<file path="src/rtl/truth_table_sweeper.sv">
// Exhaustive 4-input truth-table sweeper: walks vectors 0..15 onto a..d, samples the
// function output once per vector and scores the captured table against an expected one.
module truth_table_sweeper #(
    parameter int HOLD_CYCLES = 15
) (
    input  logic        clk,
    input  logic        rst_n,
    input  logic        start,
    input  logic [15:0] expected,
    input  logic        dut_out,
    output logic        a,
    output logic        b,
    output logic        c,
    output logic        d,
    output logic        busy,
    output logic        done,
    output logic [15:0] captured,
    output logic        pass,
    output logic [4:0]  mismatch_count,
    output logic [3:0]  first_fail_idx,
    output logic        first_fail_valid
);

    localparam int CW = (HOLD_CYCLES > 1) ? $clog2(HOLD_CYCLES) : 1;
    localparam logic [CW-1:0] CNT_LAST = CW'(HOLD_CYCLES - 1);

    typedef enum logic [1:0] {
        IDLE = 2'd0,
        RUN  = 2'd1,
        DONE = 2'd2
    } state_t;

    state_t        state_q, state_d;
    logic [3:0]    idx_q, idx_d;
    logic [CW-1:0] cnt_q, cnt_d;
    logic [15:0]   expected_q, expected_d;
    logic [15:0]   captured_q, captured_d;
    logic          pass_q, pass_d;
    logic [4:0]    mm_q, mm_d;
    logic [3:0]    ffi_q, ffi_d;
    logic          ffv_q, ffv_d;
    logic [15:0]   capt_upd;

    always_ff @(posedge clk or negedge rst_n) begin
        if (!rst_n) begin
            state_q    <= IDLE;
            idx_q      <= 4'd0;
            cnt_q      <= '0;
            expected_q <= 16'd0;
            captured_q <= 16'd0;
            pass_q     <= 1'b0;
            mm_q       <= 5'd0;
            ffi_q      <= 4'd0;
            ffv_q      <= 1'b0;
        end else begin
            state_q    <= state_d;
            idx_q      <= idx_d;
            cnt_q      <= cnt_d;
            expected_q <= expected_d;
            captured_q <= captured_d;
            pass_q     <= pass_d;
            mm_q       <= mm_d;
            ffi_q      <= ffi_d;
            ffv_q      <= ffv_d;
        end
    end

    always_comb begin
        state_d    = state_q;
        idx_d      = idx_q;
        cnt_d      = cnt_q;
        expected_d = expected_q;
        captured_d = captured_q;
        pass_d     = pass_q;
        mm_d       = mm_q;
        ffi_d      = ffi_q;
        ffv_d      = ffv_q;
        capt_upd   = captured_q;
        capt_upd[idx_q] = dut_out;

        case (state_q)
            IDLE: begin
                if (start) begin
                    state_d    = RUN;
                    expected_d = expected;
                    captured_d = 16'd0;
                    pass_d     = 1'b0;
                    mm_d       = 5'd0;
                    ffi_d      = 4'd0;
                    ffv_d      = 1'b0;
                    idx_d      = 4'd0;
                    cnt_d      = '0;
                end
            end
            RUN: begin
                if (cnt_q == CNT_LAST) begin
                    captured_d = capt_upd;
                    if (dut_out != expected_q[idx_q]) begin
                        mm_d = mm_q + 5'd1;
                        if (!ffv_q) begin
                            ffi_d = idx_q;
                            ffv_d = 1'b1;
                        end
                    end
                    cnt_d = '0;
                    if (idx_q == 4'd15) begin
                        // Score with the just-sampled bit so pass is valid alongside done.
                        state_d = DONE;
                        idx_d   = 4'd0;
                        pass_d  = (capt_upd == expected_q);
                    end else begin
                        idx_d = idx_q + 4'd1;
                    end
                end else begin
                    cnt_d = cnt_q + CW'(1);
                end
            end
            DONE: begin
                state_d = IDLE;
            end
            default: begin
                state_d = IDLE;
            end
        endcase
    end

    // idx_q is held at zero outside RUN, so it drives the vector directly.
    assign {a, b, c, d}      = idx_q;
    assign busy              = (state_q == RUN);
    assign done              = (state_q == DONE);
    assign captured          = captured_q;
    assign pass              = pass_q;
    assign mismatch_count    = mm_q;
    assign first_fail_idx    = ffi_q;
    assign first_fail_valid  = ffv_q;

endmodule

</file>
<file path="config.mk">
export PLATFORM = sky130hd
export DESIGN_NAME = truth_table_sweeper
export DESIGN_NICKNAME = d
export VERILOG_FILES = /design/src/rtl/truth_table_sweeper.sv
export SDC_FILE = /design/constraint.sdc
export NUM_CORES = 1
export LEC_CHECK = 0
export ABC_CLOCK_PERIOD_IN_PS = 2400
export BUFFER_PORTS_ARGS = -buffer_cell sky130_fd_sc_hd__buf_4
export CORE_MARGIN = 8
export CORE_UTILIZATION = 25
export DETAILED_ROUTE_END_ITERATION = 7
export GPL_TIMING_DRIVEN = 0
export HOLD_SLACK_MARGIN = 0.06
export PLACE_DENSITY = 0.49
export SLEW_MARGIN = 30
export SYNTH_ARGS = -nofsm -noshare
export SYNTH_HDL_FRONTEND = slang
export SYNTH_SLANG_ARGS = --single-unit
</file>
<file path="constraint.sdc">
create_clock -name clk -period 2.4 [get_ports clk]
set_input_delay 0.24 -clock clk [delete_from_list [all_inputs] [get_ports clk]]
set_output_delay 0.24 -clock clk [all_outputs]
set_load 0.005 [all_outputs]
</file>
==> reports/qor.yml <==
status:
  status: "complete, but fails checks"
  violations: "negative setup slack"
floorplanning:
  die-area_mm2: 0.0159
  ios: 53
  start_util_pct: 25.4
  core_area_mm2: 0.0119
  die_x_um: 126
  die_y_um: 126
  rows: 40
clocking:
  clock-root-buffer: "clkbuf_16"
  clock_path_buffers: 2
  clk_pin_slew_ns: 0.07
  cts_buffers: 5
  cts_tree: "yes"
  htreeDepth: 2
  cts.sinks: 53
  clk_latency_ns: 0.29
placement:
  hpwlAfterDp_mm: 6.84
  io_buffer_count: 52
  place_congestion: 0.838
pwr:
  p_leak_nw: 1.89
  cellPowerDensity_mw_per_mm2: 465
  vdd_drop_max_mv: 0.258
finish:
  nNetsFinal: 433
  multi_input_area_mm2: 0.00165
  area.sequential_mm2: 0.00133
  area_delta_synth_final_pct: 28.9
  antenna_cells: 0
  final_util_pct: 32.8
  fillers: 1293
  drive_gt1_share_pct: 23.7
sta:
  hold_slack_ns: 0.135
  finalCritPeriodShare_pct: 101
  min_period_ns: 2.41
  finClkSkew_ns: 0.00830
  setup_viol: 1
  drv_slew: 0
  fmaxAchievable_mhz: 414
  setup_ws_ns: -0.0134
  tightestPinTransition_ns: 0.695
  rsz0062_at_grt: "true"
  finalHoldViolCount: 0
  tns_ns: -0.0134
  slew_headroom_pct: 53.7
routing:
  routed_wl_mm: 9.25
  drc: 0
  ant_nets: 0
  wl_per_cell_um: 16.8
  vias: 2667
  drt_first_pass_iters: 4
  via_per_inst: 4.83
  drt_iter0_drc: 235
grt:
  grt_pass1_vias: 2787
  antenna_found_initial: 0
  grt_overflow: 0
  grt_first_pass_wirelength_mm: 15.0
  grt_max_degree: 54
  grt_use_total_pct: 11.8
setup_path:
  reg2reg_depth: 9
  r2r-end: "pass"
  crit_path_start_kind: "flip-flop"
  worstPathMaxFanout: 4
  critPathKind: "flip-flop to flip-flop"
  worst_ep_required_time_ns: 2.60
  endpoint_kind: "flip-flop"
  regToRegSetupSlack_ns: -0.01
  r2r-start: "idx_q[0]"
  arrival_ns: 2.61
synthesis:
  mappedNetlistArea_mm2: 0.00303
  syn-num-nets: 370
  synth_cell_types: 36
  netlist_instances: 341
  yosysWarnings: 0
  syn_area_per_cell_um2: 8.87
  yosys_register_bits: 53
  yosysSeqAreaShare_pct: 43.8
run:
  drv_cap: 0
worst_hold_path:
  hp-class: "input pin to flip-flop"
  hp-start: "expected[9]"
  hold_path_end: "expected_q[9]"
  hold_depth: 3
-- stage by stage --
step	area [µm²]	cells	setup slack (ns)	power, mW
5_1_grt	3900	552	-0.0726	1.87
3_5_place_dp	3610	540	-0.276	1.08
2_1_floorplan	3030	341	0.0324	0.986
3_3_place_gp	3610	540	-0.264	1.07
6_report	3900	552	-0.0134	1.81
4_1_cts	3840	553	-0.00106	1.82
-- registers in the layout, summed over array words and instances (netlist names) --
| signal | flops |
|---|---|
| captured | 16 |
| expected_q | 16 |
| mismatch_count | 5 |
| cnt_q | 4 |
| first_fail_idx | 4 |
| idx_q | 4 |
| state_q | 2 |
| first_fail_valid | 1 |
| pass | 1 |
-- cells in the mapped netlist, drive strengths merged --
library cell | instances | share of area (%)
a21o | 1 | 0.25
nand2b | 2 | 0.41
inv | 11 | 1.4
mux4 | 2 | 1.5
nor2 | 12 | 1.5
nand3b | 11 | 2.7
o31ai | 2 | 0.50
nor2b | 4 | 0.83
a21oi | 19 | 3.1
nand3 | 13 | 2.2
nor3 | 6 | 0.99
or2 | 1 | 0.21
a32o | 1 | 0.33
o2111ai | 1 | 0.29
nand2 | 75 | 9.3
clkinv | 1 | 0.12
clkbuf | 15 | 1.9
o211ai | 1 | 0.25
mux2 | 1 | 0.37
nand4 | 3 | 0.62
dfrtp | 53 | 44
and2 | 1 | 0.21
o2bb2ai | 3 | 0.87
o22ai | 8 | 1.7
or3 | 1 | 0.21
o21ai | 36 | 6.0
or3b | 1 | 0.37
a31oi | 1 | 0.21
xor2 | 11 | 3.2
buf | 5 | 1.4
xnor2 | 1 | 0.29
mux2i | 27 | 8.9
ha | 9 | 3.7
or4 | 2 | 0.50
-- critical path, cell delays in order (launching register included) --
cell and delay (ns):
dfrtp_1 0.43, clkbuf_8 0.17, inv_4 0.09, ha_4 0.14
or3b_4 0.39, nand3b_1 0.10, nand4_1 0.07, or3_1 0.32
or4_4 0.44, o31ai_2 0.17
-- power breakdown --
group | internal (mW) | total (mW) | switching, mW | leakage [nW]
clock | 0.418 | 0.753 | 0.335 | 0.0712
sequential | 0.912 | 0.932 | 0.0201 | 0.666
combinational | 0.0649 | 0.127 | 0.0620 | 1.16
-- layer usage --
layer | vias to the layer above | track usage (%) | routed length [µm]
li1 | 1305 | - | -
met4 | 0 | 2.48 | 82
met5 | - | 0 | 0
met3 | 6 | 2.36 | 469
met1 | 1293 | 16.2 | 4390
met2 | 63 | 18.7 | 4310
-- layout by cell type, fill, tap and decap left out, types with 2 or more instances in the layout --
| cell | synthesis | final |
|---|---|---|
| o22ai_1 | 8 | 8 |
| clkbuf_2 | 0 | 3 |
| clkbuf_4 | 0 | 2 |
| clkbuf_1 | 15 | 12 |
| nand2b_1 | 2 | 2 |
| nor2b_1 | 4 | 3 |
| buf_4 | 0 | 56 |
| nand3_2 | 0 | 2 |
| ha_4 | 0 | 2 |
| a21oi_1 | 19 | 19 |
| mux4_2 | 2 | 2 |
| mux2i_1 | 27 | 24 |
| nand4_1 | 3 | 3 |
| mux2i_2 | 0 | 3 |
| clkbuf_16 | 0 | 5 |
| nand3b_1 | 11 | 11 |
| ha_2 | 0 | 2 |
| nand3_1 | 13 | 11 |
| xor2_1 | 11 | 11 |
| clkbuf_8 | 0 | 2 |
| dfrtp_1 | 53 | 52 |
| inv_1 | 11 | 9 |
| buf_6 | 1 | 2 |
| nand2_1 | 75 | 75 |
| o21ai_0 | 36 | 34 |
| nor3_2 | 0 | 2 |
| o2bb2ai_1 | 3 | 3 |
| ha_1 | 9 | 5 |
| nor3_1 | 6 | 3 |
| nor2_1 | 12 | 11 |
-- layout make-up --
type / instances / area share (%)
Buffer: 19 / 3.05
Timing Repair Buffer: 57 / 11.0
Tap cell: 147 / 4.71
Multi-Input combinational cell: 256 / 42.2
Inverter: 12 / 1.22
Sequential cell: 53 / 34.0
Clock buffer: 8 / 3.75
-- how the worst max path moves through the flow --
stage	start	end	slack, ns
after floorplan	idx_q[0]	pass	0.03
after global placement	idx_q[1]	pass	-0.26
after detailed placement	idx_q[1]	pass	-0.28
after CTS	idx_q[0]	first_fail_idx[2]	-0.001
after global routing	idx_q[0]	pass	-0.07
final	idx_q[0]	pass	-0.01
-- what timing repair did --
item / in CTS / in global routing
setup buffers: 4 / 0
hold endpoints to repair: 53 / 0
resized for setup: 12 / 22
endpoints found under the setup margin: 2 / 15
hold buffers: 1 / 0
pin swaps: 2 / 6
-- kinds of logic (layout without fill, tap and decap cells) --
group                    count (synthesis)  count (layout)  synth area share, %
adder cells (fa/ha/maj)                  9               9                 3.72
buffers and inverters                   32              96                 4.71
XOR/XNOR                                12              12                 3.47
AND/OR/NAND/NOR                        132             132                 20.0
multiplexers                            30              30                 10.8
AO/OA/AOI/OAI                           73              73                 13.4
flip-flops                              53              53                 43.8
Note: power is estimated with default switching activity, not from simulation.
